## config.mk

```make
export PLATFORM = sky130hd
export DESIGN_NAME = branch_resolve_unit
export DESIGN_NICKNAME = d
export VERILOG_FILES = /design/src/rtl/lc3b_types.sv /design/src/rtl/sat_counter.sv /design/src/rtl/branch_resolve_unit.sv
export SDC_FILE = /design/constraint.sdc
export NUM_CORES = 1
export LEC_CHECK = 0
export BUFFER_PORTS_ARGS = -buffer_cell sky130_fd_sc_hd__buf_2
export CAP_MARGIN = 20
export CELL_PAD_IN_SITES_DETAIL_PLACEMENT = 0
export CELL_PAD_IN_SITES_GLOBAL_PLACEMENT = 1
export CORE_ASPECT_RATIO = 1.4
export CORE_MARGIN = 3
export CORE_UTILIZATION = 41
export DETAILED_ROUTE_END_ITERATION = 10
export PLACE_DENSITY = 0.9
export SYNTH_ARGS = -nofsm -noshare
export SYNTH_HDL_FRONTEND = slang
export SYNTH_HIERARCHICAL = 1
export SYNTH_SLANG_ARGS = --single-unit
export TNS_END_PERCENT = 100
```

## constraint.sdc

```tcl
create_clock -name clk -period 4.47 [get_ports clk]
set_clock_uncertainty 0.15 [all_clocks]
set_input_delay 0.2235 -clock clk [delete_from_list [all_inputs] [get_ports clk]]
set_output_delay 0.2235 -clock clk [all_outputs]
set_load 0.02 [all_outputs]
```

## src/rtl/lc3b_types.sv

```systemverilog
// lc3b_types: shared LC-3b word/opcode types and branch resolver state encoding
package lc3b_types;
  typedef logic [15:0] lc3b_word;
  typedef logic [2:0] lc3b_nzp;
  typedef enum logic [3:0] {
    op_br   = 4'b0000,
    op_add  = 4'b0001,
    op_ldb  = 4'b0010,
    op_stb  = 4'b0011,
    op_jsr  = 4'b0100,
    op_and  = 4'b0101,
    op_ldr  = 4'b0110,
    op_str  = 4'b0111,
    op_rti  = 4'b1000,
    op_not  = 4'b1001,
    op_ldi  = 4'b1010,
    op_sti  = 4'b1011,
    op_jmp  = 4'b1100,
    op_shf  = 4'b1101,
    op_lea  = 4'b1110,
    op_trap = 4'b1111
  } lc3b_opcode;
  typedef enum logic [1:0] {S_IDLE, S_REDIRECT, S_BLACKOUT} bru_state_t;
  function automatic logic is_branch(lc3b_opcode op);
    return op inside {op_br, op_jmp, op_jsr, op_trap};
  endfunction
endpackage

```

## src/rtl/sat_counter.sv

```systemverilog
// sat_counter: increment-only counter that sticks at all-ones instead of wrapping
module sat_counter #(
  parameter int WIDTH = 16
) (
  input  logic             clk,
  input  logic             reset,
  input  logic             inc,
  output logic [WIDTH-1:0] count
);
  always_ff @(posedge clk)
    if (reset) count <= '0;
    else if (inc && !(&count)) count <= count + WIDTH'(1);
endmodule

```

## src/rtl/branch_resolve_unit.sv

```systemverilog
// branch_resolve_unit: MEM-stage branch resolver issuing a one-shot registered redirect
module branch_resolve_unit
  import lc3b_types::*;
#(
  parameter int FLUSH_DEPTH = 3,
  parameter int CNT_WIDTH   = 16
) (
  input  logic                 clk,
  input  logic                 reset,
  input  logic                 valid_in,
  input  lc3b_opcode           opcode_in,
  input  lc3b_nzp              nzp_in,
  input  lc3b_nzp              cc_in,
  input  lc3b_word             target_in,
  input  logic                 stall,
  output logic                 branch_enable,
  output logic                 unconditional_branch,
  output lc3b_word             redirect_pc,
  output logic [CNT_WIDTH-1:0] br_count,
  output logic [CNT_WIDTH-1:0] br_taken_count
);
  localparam int BW = $clog2(FLUSH_DEPTH);
  bru_state_t state_q, state_d;
  logic [BW-1:0] cnt_q, cnt_d;
  logic be_q, be_d, ub_q, ub_d, accept, taken, hold;
  lc3b_word pc_q, pc_d;
  always_comb begin
    accept  = state_q == S_IDLE && valid_in && !stall && is_branch(opcode_in);
    taken   = accept && (opcode_in != op_br || |(nzp_in & cc_in));
    hold    = state_q == S_REDIRECT && stall;
    be_d    = taken ? opcode_in == op_br : hold && be_q;
    ub_d    = taken ? opcode_in != op_br : hold && ub_q;
    pc_d    = taken ? target_in : pc_q;
    state_d = state_q;
    cnt_d   = cnt_q;
    case (state_q)
      S_IDLE:     state_d = taken ? S_REDIRECT : S_IDLE;
      S_REDIRECT: if (!stall) begin
        state_d = S_BLACKOUT;
        cnt_d   = BW'(FLUSH_DEPTH - 2);
      end
      S_BLACKOUT: if (!stall) begin
        state_d = cnt_q == '0 ? S_IDLE : S_BLACKOUT;
        cnt_d   = cnt_q == '0 ? cnt_q : cnt_q - BW'(1);
      end
      default:    state_d = S_IDLE;
    endcase
  end
  always_ff @(posedge clk)
    if (reset) begin
      state_q <= S_IDLE;
      cnt_q   <= '0;
      be_q    <= 1'b0;
      ub_q    <= 1'b0;
      pc_q    <= '0;
    end else begin
      state_q <= state_d;
      cnt_q   <= cnt_d;
      be_q    <= be_d;
      ub_q    <= ub_d;
      pc_q    <= pc_d;
    end
  assign branch_enable        = be_q;
  assign unconditional_branch = ub_q;
  assign redirect_pc          = pc_q;
  sat_counter #(.WIDTH(CNT_WIDTH)) u_br_cnt (
    .clk(clk), .reset(reset), .inc(accept), .count(br_count)
  );
  sat_counter #(.WIDTH(CNT_WIDTH)) u_taken_cnt (
    .clk(clk), .reset(reset), .inc(taken), .count(br_taken_count)
  );
endmodule

```

==> results of run 1 <==
sequential cells by signal, summed over array words and instances, names as in the netlist:
register	cells
state_q	2
branch_enable	1
u_br_cnt/count	16
u_taken_cnt/count	16
unconditional_branch	1
cnt_q	2
redirect_pc	16
final cells by class:
class                      instances  area [um^2]
multi-input combinational        228         1474
clock inverter                     3        28.78
clock buffer                       5        68.82
sequential                        54         1081
inverter                          10        37.54
fill                             597         2963
tap                               72        90.09
timing repair buffer              95        553.0
cells in the mapped netlist (3+ instances only):
| master | number | area share |
|---|---|---|
| ha_1 | 3 | 0.014 |
| mux2_2 | 5 | 0.021 |
| or3_1 | 4 | 0.0093 |
| or2_2 | 3 | 0.0070 |
| nor4_1 | 6 | 0.014 |
| nand2_1 | 49 | 0.068 |
| dfxtp_1 | 54 | 0.40 |
| o31ai_1 | 8 | 0.022 |
| nor2_1 | 23 | 0.032 |
| mux2i_1 | 20 | 0.074 |
| and4_1 | 6 | 0.020 |
| or4_1 | 6 | 0.017 |
| nand4_1 | 8 | 0.019 |
| xnor2_1 | 4 | 0.013 |
| nor2b_1 | 5 | 0.012 |
| nand3_1 | 14 | 0.026 |
| a21oi_1 | 12 | 0.022 |
| o21ai_0 | 7 | 0.013 |
| nor3_1 | 7 | 0.013 |
| inv_1 | 9 | 0.013 |
| clkbuf_1 | 3 | 0.0042 |
kinds of logic after synthesis:
kind of cell / after synthesis / synth area share
compound gates: 51 / 0.1421
xor+xnor: 6 / 0.01951
fa+ha+maj: 3 / 0.01394
buf+inv: 21 / 0.05155
flops: 54 / 0.4013
mux: 25 / 0.09521
simple gates: 143 / 0.2764
final timing paths:
check,start,to
setup / recovery,state_q[0],u_taken_cnt/count[15]
hold / removal,target_in[13],redirect_pc[13]
setup reg to reg,state_q[0],u_taken_cnt/count[15]
hold reg to reg,redirect_pc[6],redirect_pc[6]
metrics by stage:
step | instances | power (W) | setup WS, ns | hold slack (ns) | utilization
2_1_floorplan | 303 | 0.0005406 | 1.707 | 0.1446 | -
3_3_place_gp | 444 | 0.0005607 | 1.755 | 0.2917 | 0.4901
3_5_place_dp | 444 | 0.0005621 | 1.694 | 0.2938 | 0.4901
4_1_cts | 467 | 0.0008726 | 1.673 | 0.0004780 | 0.5294
5_1_grt | 467 | 0.0008948 | 1.476 | 0.01621 | 0.5294
6_report | 467 | 0.0008547 | 1.681 | 0.01099 | 0.5294
power groups by stage:
stage	logic, W	registers (W)	clock network (W)
3_5_place_dp	0.0000611	0.000501	0
6_report	0.0000706	0.000490	0.000294
2_1_floorplan	0.0000344	0.000506	0
4_1_cts	0.0000712	0.000490	0.000311
3_3_place_gp	0.0000598	0.000501	0
5_1_grt	0.0000788	0.000491	0.000325
worst max-delay path, cell delays in order (launching register included):
cell,delay (ns)
dfxtp_1,0.39
nor4b_2,0.35
o221a_2,0.34
a21boi_4,0.32
nand2_1,0.08
or3_1,0.41
nor4_1,0.28
mux2_2,0.36
what timing repair did:
action | CTS | global route
endpoints found under the setup margin | 0 | 0
resized for setup | 0 | 0
hold buffers | 15 | 0
hold endpoints to repair | 15 | 0
routing by layer:
layer | up-vias | part of all wire | wire (um)
li1 | 1292 | - | -
met1 | 1170 | 0.42 | 2688
met2 | 69 | 0.52 | 3361
met3 | 8 | 0.047 | 304
met4 | 0 | 0.014 | 91
met5 | - | 0 | 0
==> impl_metrics.py, run 1 <==
metrics = {
    "final_layout": {
        "fin_area_um2": 3333,
        "final_cell_mix": "buf_2, dfxtp_1, nand2_1",
        "drive_gt1_frac": 0.2759,
        "layout_commonest_cell": "buf_2",
        "diodes": 0,
        "nNetsFinal": 427,
        "area_growth_pct": 23.73,
    },
    "drt": {
        "first_pass_iters": 4,
        "drtIter0Drc": 149,
        "vias": 2539,
        "wl_um": 6445,
        "viasPerCell": 5.437,
        "drc": 0,
        "antenna_left": 0,
        "post_drt_wl_per_cell_um": 13.80,
    },
    "floorplan": {
        "rows": 34,
        "die_w_um": 74.51,
        "ioPinCount": 80,
        "coreArea_um2": 6296,
        "die_area_um2": 7593,
        "fp.dieH_um": 101.9,
        "initial_core_util": 0.4279,
    },
    "global_route": {
        "met1_usage": 0.1967,
        "globalRoute.totalOverflow": 0,
        "grt_pass1_vias": 2399,
        "top_usage_layer": "met2",
        "grt_pass1_wl_um": 10600,
        "track_usage": 0.1731,
        "antenna_found_initial": 0,
        "grt_max_degree": 41,
        "met2_usage": 0.3270,
        "met3_usage": 0.02362,
    },
    "clocking": {
        "cts.clk_slew.worst_paths_ns": 0.10,
        "cts_made_buffers": 5,
        "cts_sinks": 54,
        "clk_latency_ns": 0.31,
        "htree_levels": 2,
        "post_cts_buffers": 0,
        "clock_path_buffers": 2,
        "cts_tree": "done",
        "cts-root-buf": "clkbuf_8",
    },
    "pwr": {
        "pwr-share-comb": 0.083,
        "power_switching_share": 0.2549,
        "p_leak_nw": 1.366,
        "peakVddDrop_mv": 0.1542,
        "p_sw_w": 0.0002178,
        "p_int_w": 0.0006368,
        "p_seq_frac": 0.573,
        "clkPwrFrac": 0.344,
        "power_density_nw_per_um2": 256.4,
    },
    "outcome": {
        "status": "complete, no violations",
    },
    "place": {
        "place_hpwl_um": 4542,
        "port-buffer-count": 79,
        "place_congestion": 0.7446,
        "placed_area_um2": 3085,
    },
    "sta": {
        "fmax_mhz": 358.6,
        "setup_viol": 0,
        "maxSlewViolCount": 0,
        "setup_tns_ns": 0,
        "worstMarginPinSlew_ns": 0.8543,
        "period_share": 0.6238,
        "relSlewSlack": 0.4269,
        "finalHoldViolCount": 0,
        "rsz0062_at_grt": "no",
        "finalCriticalPeriod_ns": 2.789,
    },
    "worst_setup_path": {
        "crit_required_ns": 4.53,
        "critical_path_class": "flip-flop to flip-flop",
        "end_kind": "flip-flop",
        "crit_arrival_ns": 2.85,
        "r2r_slack_ns": 1.68,
        "start_kind": "flip-flop",
        "reg2reg_depth": 7,
        "critPathMaxFanout": 8,
    },
    "hold_path": {
        "min_path_cells": 3,
        "min_path_type": "input pin to flip-flop",
    },
    "synth": {
        "ys_types": 50,
        "yosysWarnings": 6,
        "syn_nets": 336,
        "syn-mean-instance-area_um2": 8.891,
        "synth.cell_area_um2": 2694,
        "ys_seq_elements": 54,
        "ys_seq_area_frac": 0.4013,
        "synth_edf_count": 0,
        "syn_inst": 303,
        "synthArstFlopShare": 0,
        "synth_ff_type": "dfxtp_1",
    },
    "flow_run": {
        "maxCapViolCount": 0,
    },
}
No activity file was read; power rests on OpenSTA's default activity.
==> inputs of run 2 (changes only) <==
--- a/config.mk
+++ b/config.mk
@@ -11,9 +11,9 @@
 export CELL_PAD_IN_SITES_GLOBAL_PLACEMENT = 1
 export CORE_ASPECT_RATIO = 1.4
 export CORE_MARGIN = 3
-export CORE_UTILIZATION = 41
+export CORE_UTILIZATION = 34
 export DETAILED_ROUTE_END_ITERATION = 10
-export PLACE_DENSITY = 0.9
+export PLACE_DENSITY = 0.8
 export SYNTH_ARGS = -nofsm -noshare
 export SYNTH_HDL_FRONTEND = slang
 export SYNTH_HIERARCHICAL = 1
==> constraint.sdc (replaced) <==
create_clock -name clk -period 2.3 [get_ports clk]
set_clock_uncertainty 0.15 [all_clocks]
set_input_delay 0.115 -clock clk [delete_from_list [all_inputs] [get_ports clk]]
set_output_delay 0.115 -clock clk [all_outputs]
set_load 0.02 [all_outputs]
==> impl_metrics.py, run 2 (synthesis gave the netlist of run 1 again) <==
metrics = {
    "final_layout": {
        "final_cell_mix": "buf_2, dfxtp_1, nand2_1",
        "drive_gt1_frac": 0.3365,
        "fin_util": 0.4825,
        "layout_commonest_cell": "buf_2",
        "diodes": 0,
        "fin_area_um2": 3641,
        "nNetsFinal": 448,
        "area_growth_pct": 35.16,
    },
    "sta": {
        "fmax_mhz": 437.2,
        "setup_viol": 0,
        "worstMarginPinSlew_ns": 0.8554,
        "finalHoldViolCount": 0,
        "rsz0062_at_grt": "yes",
        "finalCriticalPeriod_ns": 2.287,
        "period_share": 0.9944,
        "maxSlewViolCount": 0,
        "relSlewSlack": 0.4262,
        "setup_tns_ns": 0,
    },
    "worst_setup_path": {
        "worst-path-buf-inv": 0,
        "critPathMaxFanout": 5,
        "crit_arrival_ns": 2.38,
        "critical-path-slowest-cell": "or4_4",
        "end_kind": "flip-flop",
        "critPathTopFamily": "simple AND/OR/NAND/NOR gates",
        "crit_required_ns": 2.40,
        "crit_path_cell_trace": "nor4b_4, o221a_2, a21boi_4, nand2_1, or3_4, or4_4, a21oi_2",
        "critical_path_class": "flip-flop to flip-flop",
        "start_kind": "flip-flop",
        "slowest_delay_ns": 0.49,
    },
    "drt": {
        "antenna_left": 0,
        "vias": 2662,
        "post_drt_wl_per_cell_um": 13.78,
        "viasPerCell": 5.189,
        "first_pass_iters": 4,
        "wl_um": 7069,
        "drc": 0,
        "drtIter0Drc": 99,
    },
    "global_route": {
        "track_usage": 0.1614,
        "antenna_found_initial": 0,
        "grt_pass1_vias": 2518,
        "globalRoute.totalOverflow": 0,
        "grt_max_degree": 40,
        "grt_pass1_wl_um": 11730,
    },
    "pwr": {
        "peakVddDrop_mv": 0.2111,
        "power_switching_share": 0.2356,
        "p_leak_nw": 1.499,
        "p_seq_frac": 0.577,
        "finalPower_w": 0.001649,
        "pwr-share-comb": 0.091,
        "power_density_nw_per_um2": 453.0,
        "clkPwrFrac": 0.332,
        "p_int_w": 0.001261,
        "p_sw_w": 0.0003885,
    },
    "floorplan": {
        "die_w_um": 81.23,
        "ioPinCount": 80,
        "initial_core_util": 0.3570,
        "coreArea_um2": 7546,
        "fp.dieH_um": 111.3,
        "die_area_um2": 9043,
        "rows": 37,
    },
    "clocking": {
        "htree_levels": 2,
        "cts.clk_slew.worst_paths_ns": 0.09,
        "cts-root-buf": "clkbuf_8",
        "clk_latency_ns": 0.31,
        "clock_path_buffers": 2,
        "cts_made_buffers": 5,
        "cts_sinks": 54,
        "cts_tree": "done",
    },
    "place": {
        "place_hpwl_um": 4979,
        "port-buffer-count": 79,
        "place_congestion": 0.8181,
        "placed_area_um2": 3292,
    },
    "outcome": {
        "status": "complete, no violations",
    },
    "flow_run": {
        "maxCapViolCount": 0,
    },
    "hold_path": {
        "min_path_type": "input pin to flip-flop",
    },
}
## run 2: cell count changes in the layout (fill, tap and decap cells not counted), sizes merged
cell	change
clkbuf	+2
dlygate4sd3	+1
buf	+20
inv	-2
## run 2: repair_timing
| item | 4_1_cts | 5_1_grt |
|---|---|---|
| setup endpoints to repair | 4 | 14 |
| pin swaps | 0 | 1 |
| endpoints found under the hold margin | 16 | 0 |
| cloned | 0 | 0 |
| gates resized for setup | 4 | 13 |
| buffers inserted | 0 | 0 |
| hold buffers | 16 | 0 |
## run 2: power groups by stage
stage                     clock [W]  sequential, W  combinational (W)
after global routing       0.000613       0.000953           0.000166
final                      0.000548       0.000951           0.000150
after global placement            0       0.000972           0.000125
after detailed placement          0       0.000973           0.000127
after CTS                  0.000583       0.000951           0.000149
after floorplan                   0       0.000984          0.0000670
## run 2: layout make-up
type | count | area, um^2
repair buffers | 116 | 716.9
inverters | 10 | 37.54
fillers | 755 | 3905
multi-input cells | 228 | 1592
flip-flops and latches | 54 | 1082
clock inverters | 1 | 5.005
clock buffers | 7 | 86.33
well taps | 97 | 121.4
## run 2: per-stage QoR
step / setup WS (ns) / std cells / hold WS (ns)
2_1_floorplan: -0.3860 / 303 / 0.02874
3_5_place_dp: -0.07583 / 489 / 0.2212
3_3_place_gp: -0.01158 / 489 / 0.2131
4_1_cts: 0.005209 / 513 / 0.07412
5_1_grt: -0.1110 / 513 / 0.1012
6_report: 0.01282 / 513 / 0.08523
## run 2: worst reg2reg max path: stages (launching register included)
cell	delay, ns
dfxtp_2	0.34
nor4b_4	0.26
o221a_2	0.24
a21boi_4	0.19
nand2_1	0.07
or3_4	0.37
or4_4	0.49
a21oi_2	0.12
## run 2: path summary, 6_finish.rpt
path                            cells past startpoint                    end  slack (ns)           start
worst max-delay path                                7  u_taken_cnt/count[13]        0.01      state_q[1]
worst min-delay path                                4             state_q[1]        0.09           stall
worst min register to register                      2         redirect_pc[8]        0.31  redirect_pc[8]
worst max register to register                      7  u_taken_cnt/count[13]        0.01      state_q[1]
## run 2: routing by layer
layer  vias up  wire (um)  part of all wire  GRT usage
li1       1329          -                 -          -
met3        13        378             0.053    0.03333
met2        72       3583              0.51     0.2743
met1      1248       2979              0.42     0.1958
met4         0        128             0.018    0.06088
met5         -          0                 0          0
